$ cat config.mk
export PLATFORM = sky130hd
export DESIGN_NAME = tx_frame_mapper_flat
export DESIGN_NICKNAME = d
export VERILOG_FILES = /design/src/rtl/tx_frame_mapper_if.sv /design/src/rtl/tx_frame_mapper.sv /design/src/flat_wrapper.sv
export SDC_FILE = /design/constraint.sdc
export NUM_CORES = 1
export LEC_CHECK = 0
export CAP_MARGIN = 20
export CELL_PAD_IN_SITES_DETAIL_PLACEMENT = 0
export CELL_PAD_IN_SITES_GLOBAL_PLACEMENT = 1
export CORE_MARGIN = 1
export CORE_UTILIZATION = 35
export CTS_BUF_LIST = sky130_fd_sc_hd__clkbuf_8
export DETAILED_ROUTE_END_ITERATION = 12
export GPL_ROUTABILITY_DRIVEN = 0
export PLACE_DENSITY_LB_ADDON = 0.1
export SLEW_MARGIN = 5
export SYNTH_ARGS = -nofsm -noshare
export SYNTH_HDL_FRONTEND = slang
export SYNTH_SLANG_ARGS = --single-unit
export TNS_END_PERCENT = 100
$ cat constraint.sdc
create_clock -name clk -period 2.95 [get_ports clk]
set_clock_uncertainty 0.15 [all_clocks]
set_input_delay 0.7375 -clock clk [delete_from_list [all_inputs] [get_ports clk]]
set_output_delay 0.7375 -clock clk [all_outputs]
set_load 0.03 [all_outputs]
$ cat src/rtl/tx_frame_mapper_if.sv
// Stream bundle for tx_frame_mapper: 2-bit symbol input, packed I/Q sample output.
// The slave modport is the mapper's view; master is the surrounding chain's view.
interface tx_frame_mapper_if #(
  parameter int IQ_W = 12
);
  logic              in_valid;
  logic [1:0]        in_data;
  logic              in_ready;
  logic              out_valid;
  logic [2*IQ_W-1:0] out_data;
  logic              out_ready;
  logic              out_last;

  modport master (
    output in_valid, in_data, out_ready,
    input  in_ready, out_valid, out_data, out_last
  );

  modport slave (
    input  in_valid, in_data, out_ready,
    output in_ready, out_valid, out_data, out_last
  );
endinterface

$ cat src/rtl/tx_frame_mapper.sv
// TX framing and symbol mapper: prepends a QPSK header to each payload frame,
// maps symbols to signed I/Q (QPSK or BPSK) and zero-stuffs each to OSR samples.
module tx_frame_mapper #(
  parameter int                   IQ_W        = 12,
  parameter int                   AMP         = 1024,
  parameter int                   HDR_LEN     = 16,
  parameter logic [2*HDR_LEN-1:0] HDR_PATTERN = 32'hF0F0_3C3C,
  parameter int                   FRAME_LEN   = 256,
  parameter int                   OSR         = 4
) (
  input  logic                  clk,
  input  logic                  rst,
  input  logic                  mode,
  output logic                  busy,
  tx_frame_mapper_if.slave      io
);

  localparam int SYM_MAX = (HDR_LEN > FRAME_LEN) ? HDR_LEN : FRAME_LEN;
  localparam int SYM_W   = (SYM_MAX > 1) ? $clog2(SYM_MAX) : 1;
  localparam int PH_W    = (OSR > 1) ? $clog2(OSR) : 1;

  localparam logic [SYM_W-1:0] HDR_LAST = SYM_W'(HDR_LEN - 1);
  localparam logic [SYM_W-1:0] PAY_LAST = SYM_W'(FRAME_LEN - 1);
  localparam logic [PH_W-1:0]  PH_LAST  = PH_W'(OSR - 1);
  localparam logic [IQ_W-1:0]  POS      = IQ_W'(AMP);
  localparam logic [IQ_W-1:0]  NEG      = IQ_W'(-AMP);

  typedef enum logic [1:0] {
    IDLE,
    HDR,
    PAY
  } state_t;

  state_t             state;
  state_t             state_nxt;
  logic               mode_r;
  logic [PH_W-1:0]    phase;
  logic [PH_W-1:0]    phase_nxt;
  logic [SYM_W-1:0]   sym;
  logic [SYM_W-1:0]   sym_nxt;

  logic               out_valid_r;
  logic               out_last_r;
  logic [2*IQ_W-1:0]  out_data_r;

  logic               load_en;
  logic               have_sample;
  logic               adv;
  logic               start;
  logic               phase_end;
  logic               sym_end;
  logic               last_nxt;

  logic [2*HDR_LEN-1:0] hdr_shift;
  logic [1:0]           hdr_bits;
  logic [1:0]           sym_bits;
  logic [IQ_W-1:0]      i_val;
  logic [IQ_W-1:0]      q_val;
  logic [2*IQ_W-1:0]    sample;

  // Output register accepts a new sample whenever it is empty or being drained.
  assign load_en   = ~out_valid_r | io.out_ready;
  assign phase_end = (phase == PH_LAST);
  assign adv       = load_en & have_sample;

  assign io.in_ready  = (state == PAY) & (phase == '0) & load_en;
  assign io.out_valid = out_valid_r;
  assign io.out_data  = out_data_r;
  assign io.out_last  = out_last_r;
  assign busy         = (state != IDLE);

  // Header symbol k lives MSB-first in the pattern; beyond HDR_LEN the shift
  // simply runs off the end, which is harmless since it is only used in HDR.
  always_comb begin
    hdr_shift = HDR_PATTERN >> (2 * (HDR_LEN - 1 - int'(sym)));
    hdr_bits  = hdr_shift[1:0];
  end

  always_comb begin
    sym_bits = (state == HDR) ? hdr_bits : io.in_data;
    i_val    = sym_bits[1] ? POS : NEG;
    if ((state == PAY) && mode_r) begin
      q_val = '0;
    end else begin
      q_val = sym_bits[0] ? POS : NEG;
    end
    sample = (phase == '0) ? {i_val, q_val} : '0;
  end

  always_comb begin
    state_nxt   = state;
    phase_nxt   = phase;
    sym_nxt     = sym;
    have_sample = 1'b0;
    start       = 1'b0;
    sym_end     = 1'b0;
    last_nxt    = 1'b0;

    case (state)
      IDLE: begin
        if (io.in_valid) begin
          start     = 1'b1;
          state_nxt = HDR;
          phase_nxt = '0;
          sym_nxt   = '0;
        end
      end
      HDR: begin
        have_sample = 1'b1;
        sym_end     = (sym == HDR_LAST);
      end
      PAY: begin
        // Only phase 0 needs a fresh input symbol; stuffing phases always exist.
        have_sample = (phase != '0) | io.in_valid;
        sym_end     = (sym == PAY_LAST);
        last_nxt    = sym_end & phase_end;
      end
      default: begin
        state_nxt = IDLE;
      end
    endcase

    if (adv) begin
      if (phase_end) begin
        phase_nxt = '0;
        if (sym_end) begin
          sym_nxt   = '0;
          state_nxt = (state == HDR) ? PAY : IDLE;
        end else begin
          sym_nxt = sym + 1'b1;
        end
      end else begin
        phase_nxt = phase + 1'b1;
      end
    end
  end

  always_ff @(posedge clk) begin
    if (rst) begin
      state  <= IDLE;
      phase  <= '0;
      sym    <= '0;
      mode_r <= 1'b0;
    end else begin
      state <= state_nxt;
      phase <= phase_nxt;
      sym   <= sym_nxt;
      if (start) begin
        mode_r <= mode;
      end
    end
  end

  always_ff @(posedge clk) begin
    if (rst) begin
      out_valid_r <= 1'b0;
      out_data_r  <= '0;
      out_last_r  <= 1'b0;
    end else if (adv) begin
      out_valid_r <= 1'b1;
      out_data_r  <= sample;
      out_last_r  <= last_nxt;
    end else if (load_en) begin
      out_valid_r <= 1'b0;
      out_last_r  <= 1'b0;
    end
  end

endmodule
$ cat src/flat_wrapper.sv
// flat-port wrapper written by rule: the top's interface ports become plain ports
module tx_frame_mapper_flat 
#(
  parameter int                   IQ_W        = 12,
  parameter int                   AMP         = 1024,
  parameter int                   HDR_LEN     = 16,
  parameter logic [2*HDR_LEN-1:0] HDR_PATTERN = 32'hF0F0_3C3C,
  parameter int                   FRAME_LEN   = 256,
  parameter int                   OSR         = 4
)
  (clk, rst, mode, busy, io_in_valid, io_in_data, io_out_ready, io_in_ready, io_out_valid, io_out_data, io_out_last);
  tx_frame_mapper_if #(.IQ_W(IQ_W)) io_i ();
  input  logic clk;
  input  logic rst;
  input  logic mode;
  output logic busy;
  input wire logic [$bits(io_i.in_valid)-1:0] io_in_valid;
  input wire logic [$bits(io_i.in_data)-1:0] io_in_data;
  input wire logic [$bits(io_i.out_ready)-1:0] io_out_ready;
  output wire logic [$bits(io_i.in_ready)-1:0] io_in_ready;
  output wire logic [$bits(io_i.out_valid)-1:0] io_out_valid;
  output wire logic [$bits(io_i.out_data)-1:0] io_out_data;
  output wire logic [$bits(io_i.out_last)-1:0] io_out_last;
  assign io_i.in_valid = io_in_valid;
  assign io_i.in_data = io_in_data;
  assign io_i.out_ready = io_out_ready;
  assign io_in_ready = io_i.in_ready;
  assign io_out_valid = io_i.out_valid;
  assign io_out_data = io_i.out_data;
  assign io_out_last = io_i.out_last;
  tx_frame_mapper #(.IQ_W(IQ_W), .AMP(AMP), .HDR_LEN(HDR_LEN), .HDR_PATTERN(HDR_PATTERN), .FRAME_LEN(FRAME_LEN), .OSR(OSR)) u_core (.clk(clk), .rst(rst), .mode(mode), .busy(busy), .io(io_i));
endmodule
==> results of run 1 <==
-- flip-flops by register name, summed over array words and instances, names as in the netlist --
name	cells
u_core.mode_r	1
u_core.io.out_valid	1
u_core.sym	8
u_core.io.out_last	1
u_core.state	2
u_core.phase	2
u_core.io.out_data	4
-- path summary, 6_finish.rpt --
| kind | endpoint | slack [ns] | cells after the start |
|---|---|---|---|
| max reg2reg | u_core.sym[7] | 0.67 | 7 |
| min reg2reg | u_core.io.out_data[10] | 0.31 | 2 |
| min | u_core.io.out_data[10] | 0.31 | 2 |
| max | busy | 0.34 | 4 |
-- layout make-up --
cell class                      count  area [µm²]
Inverter                           10       37.54
Clock inverter                      1       3.754
Multi-Input combinational cell    112       698.2
Sequential cell                    19       380.4
Tap cell                           46       57.56
Clock buffer                        3       41.29
Fill cell                         362        1946
Timing Repair Buffer               18       172.7
-- critical path: cells and delay by family (launching register included) --
family	cells	cell delay [ns]
adders and majority gates	1	0.25
DFF	1	0.39
buffers and inverters	3	0.83
-- synthesized netlist by cell type, types with 2 or more instances --
cell type,n
o21ai_0,2
nor2_1,14
nor2b_1,3
a21oi_1,8
clkbuf_1,2
buf_4,20
inv_1,10
nor3_1,5
nand2_1,12
ha_1,9
nand4_1,2
a22o_1,3
xnor2_1,3
nand3_1,7
mux2i_1,2
dfxtp_1,19
a22o_2,2
-- metrics by stage --
stage                     setup WS [ns]  power [mW]  area, µm²  cells    util
after floorplan                  0.8007      0.3618       1285    164       -
after global placement          0.02500      0.3668       1344    205  0.4027
after detailed placement        0.02703      0.3673       1344    205  0.4027
after CTS                       0.02527      0.5509       1389    209  0.4162
after global routing             0.2697      0.5684       1391    209  0.4169
final                            0.3375      0.5418       1391    209  0.4169
-- placed cells by master, fill, tap and decap left out, types with 2 or more instances in the layout --
master,count
dfxtp_1,19
nor2_1,14
mux2i_1,2
nor3_1,5
a22o_1,3
nand3_1,7
nor2b_1,3
nand2_1,12
a21oi_1,8
nand4_1,2
xnor2_1,3
clkdlybuf4s50_1,13
a22o_2,2
ha_1,9
o21ai_0,2
buf_4,4
inv_1,11
conb_1,20
clkbuf_8,3
-- kinds of logic (layout without fill, tap and decap cells) --
kind of cell    Yosys count  in the layout  share of synthesized area
compound gates           23             23                     0.1289
xor+xnor                  4              4                    0.02887
fa+ha+maj                 9              9                    0.09279
buf+inv                  33             32                     0.1701
flops                    19             19                     0.3134
mux                       2              2                    0.01650
other cells               1             20                   0.003090
simple gates             54             54                     0.2464
-- power groups by stage --
stage | clock network [mW] | logic [mW] | registers, mW
floorplan | 0 | 0.0882 | 0.274
global placement | 0 | 0.0969 | 0.270
detailed placement | 0 | 0.0971 | 0.270
CTS | 0.189 | 0.0974 | 0.264
global route | 0.199 | 0.105 | 0.265
finish | 0.181 | 0.0966 | 0.264
-- routing by layer --
metal / GRT usage / vias to the layer above
li1: - / 490
met3: 0.02772 / 4
met2: 0.2135 / 20
met5: 0 / -
met4: 0.06818 / 0
met1: 0.2010 / 426
==> reports/qor.yml, run 1 <==
die_h_um: 60.89
worstHoldPathType: "register to register"
status: "completed"
swShare: 0.2978
synth_top_area_frac: 0.3134
io_pins: 35
area_growth_syn_to_layout_pct: 14.64
drc: 0
synth_cell_type_count: 39
grt_overflow: 0
place_hpwl_um: 1808
ys_ff_latch: 19
numCtsBuffers: 3
slew_headroom: 0.4737
synthFlopType: "dfxtp_1"
fin_crit_sh: 0.8856
finalHoldWorstSlack_ns: 0.3060
crit_fanout: 4
clk_path_buf_depth: 2
rows: 21
avgSynthCellArea_um2: 8.370
yosysTopAreaCell: "dfxtp_1"
clock_latency_ns: 0.25
tightest_slew_ns: 0.7877
p_int_mw: 0.3805
vias_per_cell: 4.498
core_mm2: 0.003337
vias: 940
die_area_mm2: 0.003707
yosys-top-cells-area: "dfxtp_1, buf_4, ha_1"
grt_pass1_wl_um: 3864
synth-edff-count: 0
routedWlPerCell_um: 11.38
seqPwrFrac: 0.488
m1WireLength_um: 1225
path_class: "register to primary output"
io_buffers: 14
diodes: 0
yosysSeqAreaShare: 0.3134
path_clk_slew_ns: 0.07
crit_chain: "inv_1 -> ha_1 -> inv_1 -> clkdlybuf4s50_1"
drv_slew: 0
wl_met3_um: 62
r2r-start: "u_core.phase[0]"
maxCapViolCount: 0
antenna_found_initial: 0
top_layer_used: "met4"
drt_wl_total_um: 2379
cp-start-kind: "register"
grt_pass1_vias: 871
crit_arrival_ns: 1.73
rsz0062_at_grt: "false"
fmax_ghz: 0.3828
drt_iter0_markers: 19
drive_above_1_share: 0.07975
hold_viol: 0
htree_num_levels: 1
clock_sinks: 19
max_stage_delay_ns: 0.66
cts_resized: 0
cts_setup_buffers: 0
ctsHoldBuffers: 0
p_per_area_mw_per_mm2: 389.4
required_ns: 2.06
antenna_left: 0
ctsRootBufferMaster: "clkbuf_8"
crit_path_start: "u_core.state[0]"
dieWidth_um: 60.89
final_nets: 180
wl_met2_um: 1063
setup_viol: 0
finalCriticalPeriod_ns: 2.613
min_from: "u_core.io.out_data[10]"
synth_area_mm2: 0.001214
initial_utilization: 0.3637
power_frac_comb: 0.178
first_pass_iters: 4
grt_max_degree: 18
power_frac_clock: 0.334
p_leak_nw: 0.5953
grt_usage: 0.1441
cts_tree: "done"
final.setup.tns_ns: 0
synthCells: 145
crit_slowest_cell: "clkdlybuf4s50_1"
ys_async_sr_fraction: 0
peakVddDrop_mv: 0.1247
path_common_cell: "inv_1"
end_kind: "primary output"
netSwitchingPower_mw: 0.1613
synth.yosys.warnings: 0
No activity file was read; power rests on OpenSTA's default activity.
==> inputs of run 2 (changes only) <==
--- a/config.mk
+++ b/config.mk
@@ -13,7 +13,7 @@
 export CTS_BUF_LIST = sky130_fd_sc_hd__clkbuf_8
 export DETAILED_ROUTE_END_ITERATION = 12
 export GPL_ROUTABILITY_DRIVEN = 0
-export PLACE_DENSITY_LB_ADDON = 0.1
+export PLACE_DENSITY = 0.92
 export SLEW_MARGIN = 5
 export SYNTH_ARGS = -nofsm -noshare
 export SYNTH_HDL_FRONTEND = slang
==> run 2 against run 1 <==
Compared with the run above: utilization up 0.30 points; via count is 1.8% higher; worst hold slack about the same; sequential cell count stayed put; non-clock buffer count grew 2; wire length down 3.2%; worst setup slack better by 0.038 ns; clock power decreased by 4%; sequential power about the same; final area increased by 0.72%; highest routed layer unchanged.
==> reports/qor.yml, run 2 (same netlist as run 1, synthesis figures left out) <==
status: "completed"  # unchanged
ctsRootBufferMaster: "clkbuf_8"  # unchanged
rsz0062_at_grt: "false"  # unchanged
setup_viol: 0  # unchanged
peakVddDrop_mv: 0.2792  # was 0.1247 mV
grt_overflow: 0  # unchanged
min_from: "u_core.io.out_data[23]"  # was u_core.io.out_data[10]
layout_common_cells: "conb_1, dfxtp_1, nor2_1"  # unchanged
path_clk_slew_ns: 0.07  # about the same
required_ns: 2.06  # about the same
hold_end: "u_core.io.out_data[23]"  # was u_core.io.out_data[10]
layout_commonest_cell: "conb_1"  # unchanged
htree_num_levels: 1  # unchanged
final_nets: 182  # was 180
maxCapViolCount: 0  # unchanged
worstHoldPathType: "register to register"  # unchanged
cp-start-kind: "register"  # unchanged
fin_crit_sh: 0.8729  # was 0.8856
die_area_mm2: 0.003707  # unchanged
place_hpwl_um: 1752  # was 1808 µm
r2r-start: "u_core.phase[0]"  # unchanged
grt_pass1_wl_um: 3636  # was 3864 µm
fillers: 347  # was 362
fmax_ghz: 0.3883  # was 0.3828 GHz
cts_tree: "done"  # unchanged
drv_slew: 0  # unchanged
final_cell_area_mm2: 0.001401  # was 0.001391 mm²
end_kind: "primary output"  # unchanged
antenna_left: 0  # unchanged
area_growth_syn_to_layout_pct: 15.46  # was 14.64%
io_pins: 35  # unchanged
routedWlPerCell_um: 10.92  # was 11.38 µm
io_buffers: 14  # unchanged
top_register: "u_core.sym"  # unchanged
drt_iter0_markers: 10  # was 19
grt_max_degree: 13  # was 18
reg2reg_slack_ns: 0.70  # was 0.67 ns
worstHoldPathCells: 2  # unchanged
initial_utilization: 0.3637  # unchanged
rr_endpoint: "u_core.sym[7]"  # unchanged
dieWidth_um: 60.89  # unchanged
clock_sinks: 19  # unchanged
core_mm2: 0.003337  # unchanged
path_class: "register to primary output"  # unchanged
slew_headroom: 0.6588  # was 0.4737
crit_fanout: 4  # unchanged
numCtsBuffers: 3  # unchanged
grt_usage: 0.1332  # was 0.1441
hold_viol: 0  # unchanged
crit_arrival_ns: 1.69  # was 1.73 ns
drc: 0  # unchanged
diodes: 0  # unchanged
drive_above_1_share: 0.09697  # was 0.07975
largest_register_ffs: 8  # unchanged
rows: 21  # unchanged
tightest_slew_ns: 0.5079  # was 0.7877 ns
cts_resized: 0  # unchanged
p_per_area_mw_per_mm2: 382.7  # was 389.4 mW/mm²
vias_per_cell: 4.536  # was 4.498
die_h_um: 60.89  # unchanged
clock_latency_ns: 0.25  # about the same
p_leak_nw: 0.5885  # was 0.5953 nW
finalCriticalPeriod_ns: 2.575  # was 2.613 ns
finalPower_mw: 0.5363  # was 0.5418 mW
rr_worst_depth: 7  # unchanged
place_area_mm2: 0.001356  # was 0.001344 mm²
antenna_found_initial: 0  # unchanged
cts_setup_buffers: 0  # unchanged
drt_wl_total_um: 2304  # was 2379 µm
grt_pass1_vias: 814  # was 871
first_pass_iters: 4  # unchanged
ctsHoldBuffers: 0  # unchanged
vias: 957  # was 940
final.setup.tns_ns: 0  # unchanged
clk_path_buf_depth: 2  # unchanged
==> run 2: changes by cell type in the layout (fill, tap and decap cells not counted), sizes merged <==
cell,previous run,this run
dlymetal6s2s,1,0
buf,4,7
==> run 2: worst max-delay path by stage <==
stage                    start  slack, ns  cells after the start              end
2_1_floorplan     io_out_ready       0.80                      6    u_core.sym[7]
3_3_place_gp      io_out_ready       0.29                      8  u_core.state[1]
3_5_place_dp       io_in_valid       0.27                      6    u_core.sym[7]
4_1_cts        u_core.state[0]       0.37                      4             busy
5_1_grt        u_core.state[0]       0.31                      4             busy
6_report       u_core.state[0]       0.37                      4             busy
==> run 2: area by class of cell <==
cell class / instances / area [µm²] / share of cell area
multi-input combinational: 112 / 698.2 / 0.4982
sequential: 19 / 380.4 / 0.2714
timing repair buffer: 20 / 182.7 / 0.1304
tap: 46 / 57.56 / 0.04107
clock buffer: 3 / 41.29 / 0.02946
inverter: 10 / 37.54 / 0.02679
clock inverter: 1 / 3.754 / 0.002679
==> run 2: layer usage <==
layer,up-vias,GRT usage,wire [µm]
li1,498,-,-
met1,433,0.1727,1116
met2,24,0.2229,1080
met3,2,0.02132,92
met4,0,0.04870,14
met5,-,0,0
==> run 2: through the flow <==
step | utilization | std cells | hold slack, ns | setup slack, ns
2_1_floorplan | - | 164 | 0.2866 | 0.8007
4_1_cts | 0.4199 | 211 | 0.3124 | 0.3664
5_1_grt | 0.4199 | 211 | 0.3266 | 0.3092
3_3_place_gp | 0.4064 | 207 | 0.2930 | 0.2867
3_5_place_dp | 0.4064 | 207 | 0.3006 | 0.2736
6_report | 0.4199 | 211 | 0.3055 | 0.3750
==> run 2: power by group <==
part / total, mW / internal, mW / switching [mW]
Sequential: 0.264 / 0.261 / 0.00304
Combinational: 0.0987 / 0.0290 / 0.0697
Clock: 0.173 / 0.0923 / 0.0811
Total: 0.536 / 0.383 / 0.154
==> run 2: worst max-delay path: stages, from the launching register on <==
cell and delay, ns:
dfxtp_1 0.37, inv_1 0.09, ha_1 0.25, inv_1 0.07, clkdlybuf4s50_1 0.66
==> RTL edit 1 (flow settings as in run 2) <==
The 3 states of `state_t` get a one-hot encoding in 3 bits.
--- a/src/rtl/tx_frame_mapper.sv
+++ b/src/rtl/tx_frame_mapper.sv
@@ -25,10 +25,10 @@
   localparam logic [IQ_W-1:0]  POS      = IQ_W'(AMP);
   localparam logic [IQ_W-1:0]  NEG      = IQ_W'(-AMP);
 
-  typedef enum logic [1:0] {
-    IDLE,
-    HDR,
-    PAY
+  typedef enum logic [2:0] {
+    IDLE = 3'b001,
+    HDR  = 3'b010,
+    PAY  = 3'b100
   } state_t;
 
   state_t             state;
Formal check against the unedited RTL: same outputs for any inputs over 10 cycles, from zero or initial values and one cycle with rst high; not proved beyond that.
==> RTL edit 1 against run 2 <==
Total power increased by 22%. Die area increased by 5.0%. Clock power increased by 62%. Combinational power decreased by 2.3%. Synthesized area increased by 5.2%. Sequential cell count increased by 1. Register-to-register slack about the same. Wire length increased by 6.7%. Synthesized cell count increased by 4.8%. Count of clock-buffer cells in the layout unchanged. Setup slack got worse by 0.051 ns. Final area increased by 5.4%. Sequential power increased by 5%. Critical path type unchanged. Largest power group is now clock.
==> RTL edit 1: results (changes against run 2) <==
cp_max_fo: 8  # +4
synth-compound-area-share: 0.135  # +0.00643
grt.total_usage: 0.136  # +0.00288
grt_start_max_net_pins: 15  # +2
reg2reg_from: "u_core.sym[0]$_SDFF_PP0_"
ir_drop_uv: 152  # -46%
fillers: 365  # +5.2%
combPwrFrac: 0.147  # -0.037
synthAdderAreaFrac: 0.0490  # -0.0438
wire_per_inst_um: 11.4  # +4.3%
drt_iter0_drc: 23  # +13
synth-xor-area-share: 0.0137  # -0.0151
grt_pass1_wl_um: 4250  # +17%
crit_start: "u_core.state[2]$_SDFF_PP0_"
synth_cell_types: 40  # +2.6%
h-tree-depth: 1  # unchanged
dr_total_vias: 1057  # +10%
dp_hpwl_um: 1930  # +10%
grt_pass1_vias: 953  # +17%
dpl_worst_slack_ns: 0.396  # +0.122 ns
worst_pin_slew_ns: 0.607  # +0.0996 ns
holdWs_ns: 0.311  # +0.00586 ns
reg2reg_depth: 6  # -1
status: "completed"
r2r-end: "u_core.state[0]$_SDFF_PP1_"
placed_cells: 212  # +2.4%
p_leak_nw: 0.551  # -6.3%
place_area_sq_um: 1410  # +3.7%
synthCells: 152  # +4.8%
timing.fmax_mhz: 381  # -1.9%
final_area_sq_um: 1480  # +5.4%
nNetsFinal: 183  # +0.55%
netlist_top_cells_area: "dfxtp_1 (31%), buf_4 (12%), ha_1 (4.9%), nand3_1 (3.9%), a21oi_1 (3.5%)"
max_stage_delay_ns: 0.60  # -0.06 ns
p_sw_frac: 0.257  # -0.0299
layout.cells.non_filler: 216  # +2.4%
clkPwrFrac: 0.428  # +0.105
critPathSlowestCell: "clkdlybuf4s50_1"
synth_mux_area_frac: 0.0314  # +0.0149
synth_common_cells: "buf_4 (20), dfxtp_1 (20), nand2_1 (11)"
yosysSeqAreaShare: 0.314  # +0.000323
-- RTL edit 1: cell types whose count changed after synthesis, sizes merged, moves of 3 or more --
cell / delta
inv: -5
ha: -4
a22o: -4
nand3: +3
a31oi: +3
nand3b: +4
nor2: -9
nand2b: +5
or3: +3
and3: +3
o21ai: +5
-- RTL edit 1: final cells by class --
type                            instances  area share
Timing Repair Buffer                   19       0.119
Inverter                                5      0.0127
Clock buffer                            3      0.0279
Multi-Input combinational cell        122       0.511
Sequential cell                        20       0.271
Clock inverter                          1      0.0203
Tap cell                               46      0.0389
-- RTL edit 1: routing by layer --
layer,track usage,up-vias,routed length (um)
li1,-,540,-
met1,0.173,491,1260
met2,0.223,22,1080
met3,0.0310,4,94
met4,0.0523,0,27
met5,0,-,0
-- RTL edit 1: tightest hold or removal path, delay by kind of cell (launching register included) --
| kind | cells | cell delay (ns) |
|---|---|---|
| compound gates | 1 | 0.05 |
| flops | 1 | 0.32 |
| simple gates | 1 | 0.05 |
==> RTL edit 2 (config.mk and constraints of run 2) <==
Without the edit above. `HDR_LEN` is set to 16 in 2 places; all go to 32.
--- a/src/rtl/tx_frame_mapper.sv
+++ b/src/rtl/tx_frame_mapper.sv
@@ -3,7 +3,7 @@
 module tx_frame_mapper #(
   parameter int                   IQ_W        = 12,
   parameter int                   AMP         = 1024,
-  parameter int                   HDR_LEN     = 16,
+  parameter int                   HDR_LEN     = 32,
   parameter logic [2*HDR_LEN-1:0] HDR_PATTERN = 32'hF0F0_3C3C,
   parameter int                   FRAME_LEN   = 256,
   parameter int                   OSR         = 4
--- a/src/flat_wrapper.sv
+++ b/src/flat_wrapper.sv
@@ -3,7 +3,7 @@
 #(
   parameter int                   IQ_W        = 12,
   parameter int                   AMP         = 1024,
-  parameter int                   HDR_LEN     = 16,
+  parameter int                   HDR_LEN     = 32,
   parameter logic [2*HDR_LEN-1:0] HDR_PATTERN = 32'hF0F0_3C3C,
   parameter int                   FRAME_LEN   = 256,
   parameter int                   OSR         = 4
Function: changed (a bounded check fails within 4 cycles, from zero or initial values and one cycle with rst high).
==> RTL edit 2 against run 2 <==
Final area rose by 3.1%. Die area grew 6.7%. Sequential cell count did not move. Largest power group unchanged. Non-clock buffer count is 5 lower. Sequential power about the same. Setup slack lost 0.087 ns. Total power increased by 3.8%. Largest cell class unchanged. Wire length grew 12%. Critical path depth is the same. Synthesized area grew 6.9%. Critical path type is now in -> out.
==> RTL edit 2: results (changes against run 2) <==
status: "completed"
grt_pass1_vias: 967  # +19%
yosysSeqAreaShare: 0.293  # -0.0202
dp_hpwl_um: 1930  # +10%
setup.worst_path.end: "io_in_ready"
met2_usage: 0.228  # +0.00557
synth-compound-area-share: 0.198  # +0.0688
netlist_top_cells_area: "dfxtp_1 (29%), buf_4 (12%), ha_1 (7.7%), nand2_1 (5.5%), a21oi_1 (5.0%)"
reg2reg_depth: 6  # -1
grt.total_usage: 0.139  # +0.00563
p_leak_nw: 0.505  # -14%
synth-xor-area-share: 0.00675  # -0.0221
min_to: "u_core.io.out_data[10]$_SDFFE_PP0P_"
crit_start: "io_out_ready"
wl_met3_um: 151  # +64%
grt_util_met1: 0.172  # -0.000685
drt_iter0_drc: 79  # +69
synth_common_cells: "buf_4 (20), dfxtp_1 (19), nand2_1 (19)"
synth_cell_types: 40  # +2.6%
synth_mux_area_frac: 0.00771  # -0.00878
dpl_worst_slack_ns: 0.296  # +0.0223 ns
grt_start_max_net_pins: 16  # +3
hp-start: "u_core.io.out_data[10]$_SDFFE_PP0P_"
r2r-end: "u_core.io.out_data[23]$_SDFFE_PP0P_"
synthAdderAreaFrac: 0.0771  # -0.0156
relSlewSlack: 0.556  # -0.103
met1_length_um: 1210  # +8.2%
fillers: 351  # +1.2%
wl_met2_um: 1220  # +13%
max_stage_delay_ns: 0.42  # -0.24 ns
place_area_sq_um: 1400  # +3.1%
dr_total_vias: 1103  # +15%
-- RTL edit 2: cell types whose count changed in the layout (fill, tap and decap cells not counted), moves of 3 or more --
cell,change
nand3_1,+3
nand2_1,+7
a21oi_1,+5
a22o_1,-3
o211ai_1,+4
nor2_1,-6
buf_4,-5
-- RTL edit 2: area by class of cell --
class                   count  area share
clock inverters             1     0.00346
repair buffers             15       0.100
multi-input cells         125       0.536
inverters                  11      0.0286
clock buffers               3      0.0286
flip-flops and latches     19       0.263
well taps                  46      0.0398
-- RTL edit 2: through the flow --
| stage | util | instances | hold WS, ns |
|---|---|---|---|
| floorplan | - | 179 | 0.287 |
| global placement | 0.406 | 216 | 0.296 |
| detailed placement | 0.406 | 216 | 0.298 |
| CTS | 0.420 | 220 | 0.308 |
| global route | 0.420 | 220 | 0.335 |
| finish | 0.420 | 220 | 0.304 |
-- RTL edit 2: report_power, final --
part	switching (mW)	total [mW]	internal (mW)
Clock	0.0935	0.188	0.0942
Sequential	0.00314	0.264	0.261
Combinational	0.0749	0.105	0.0301
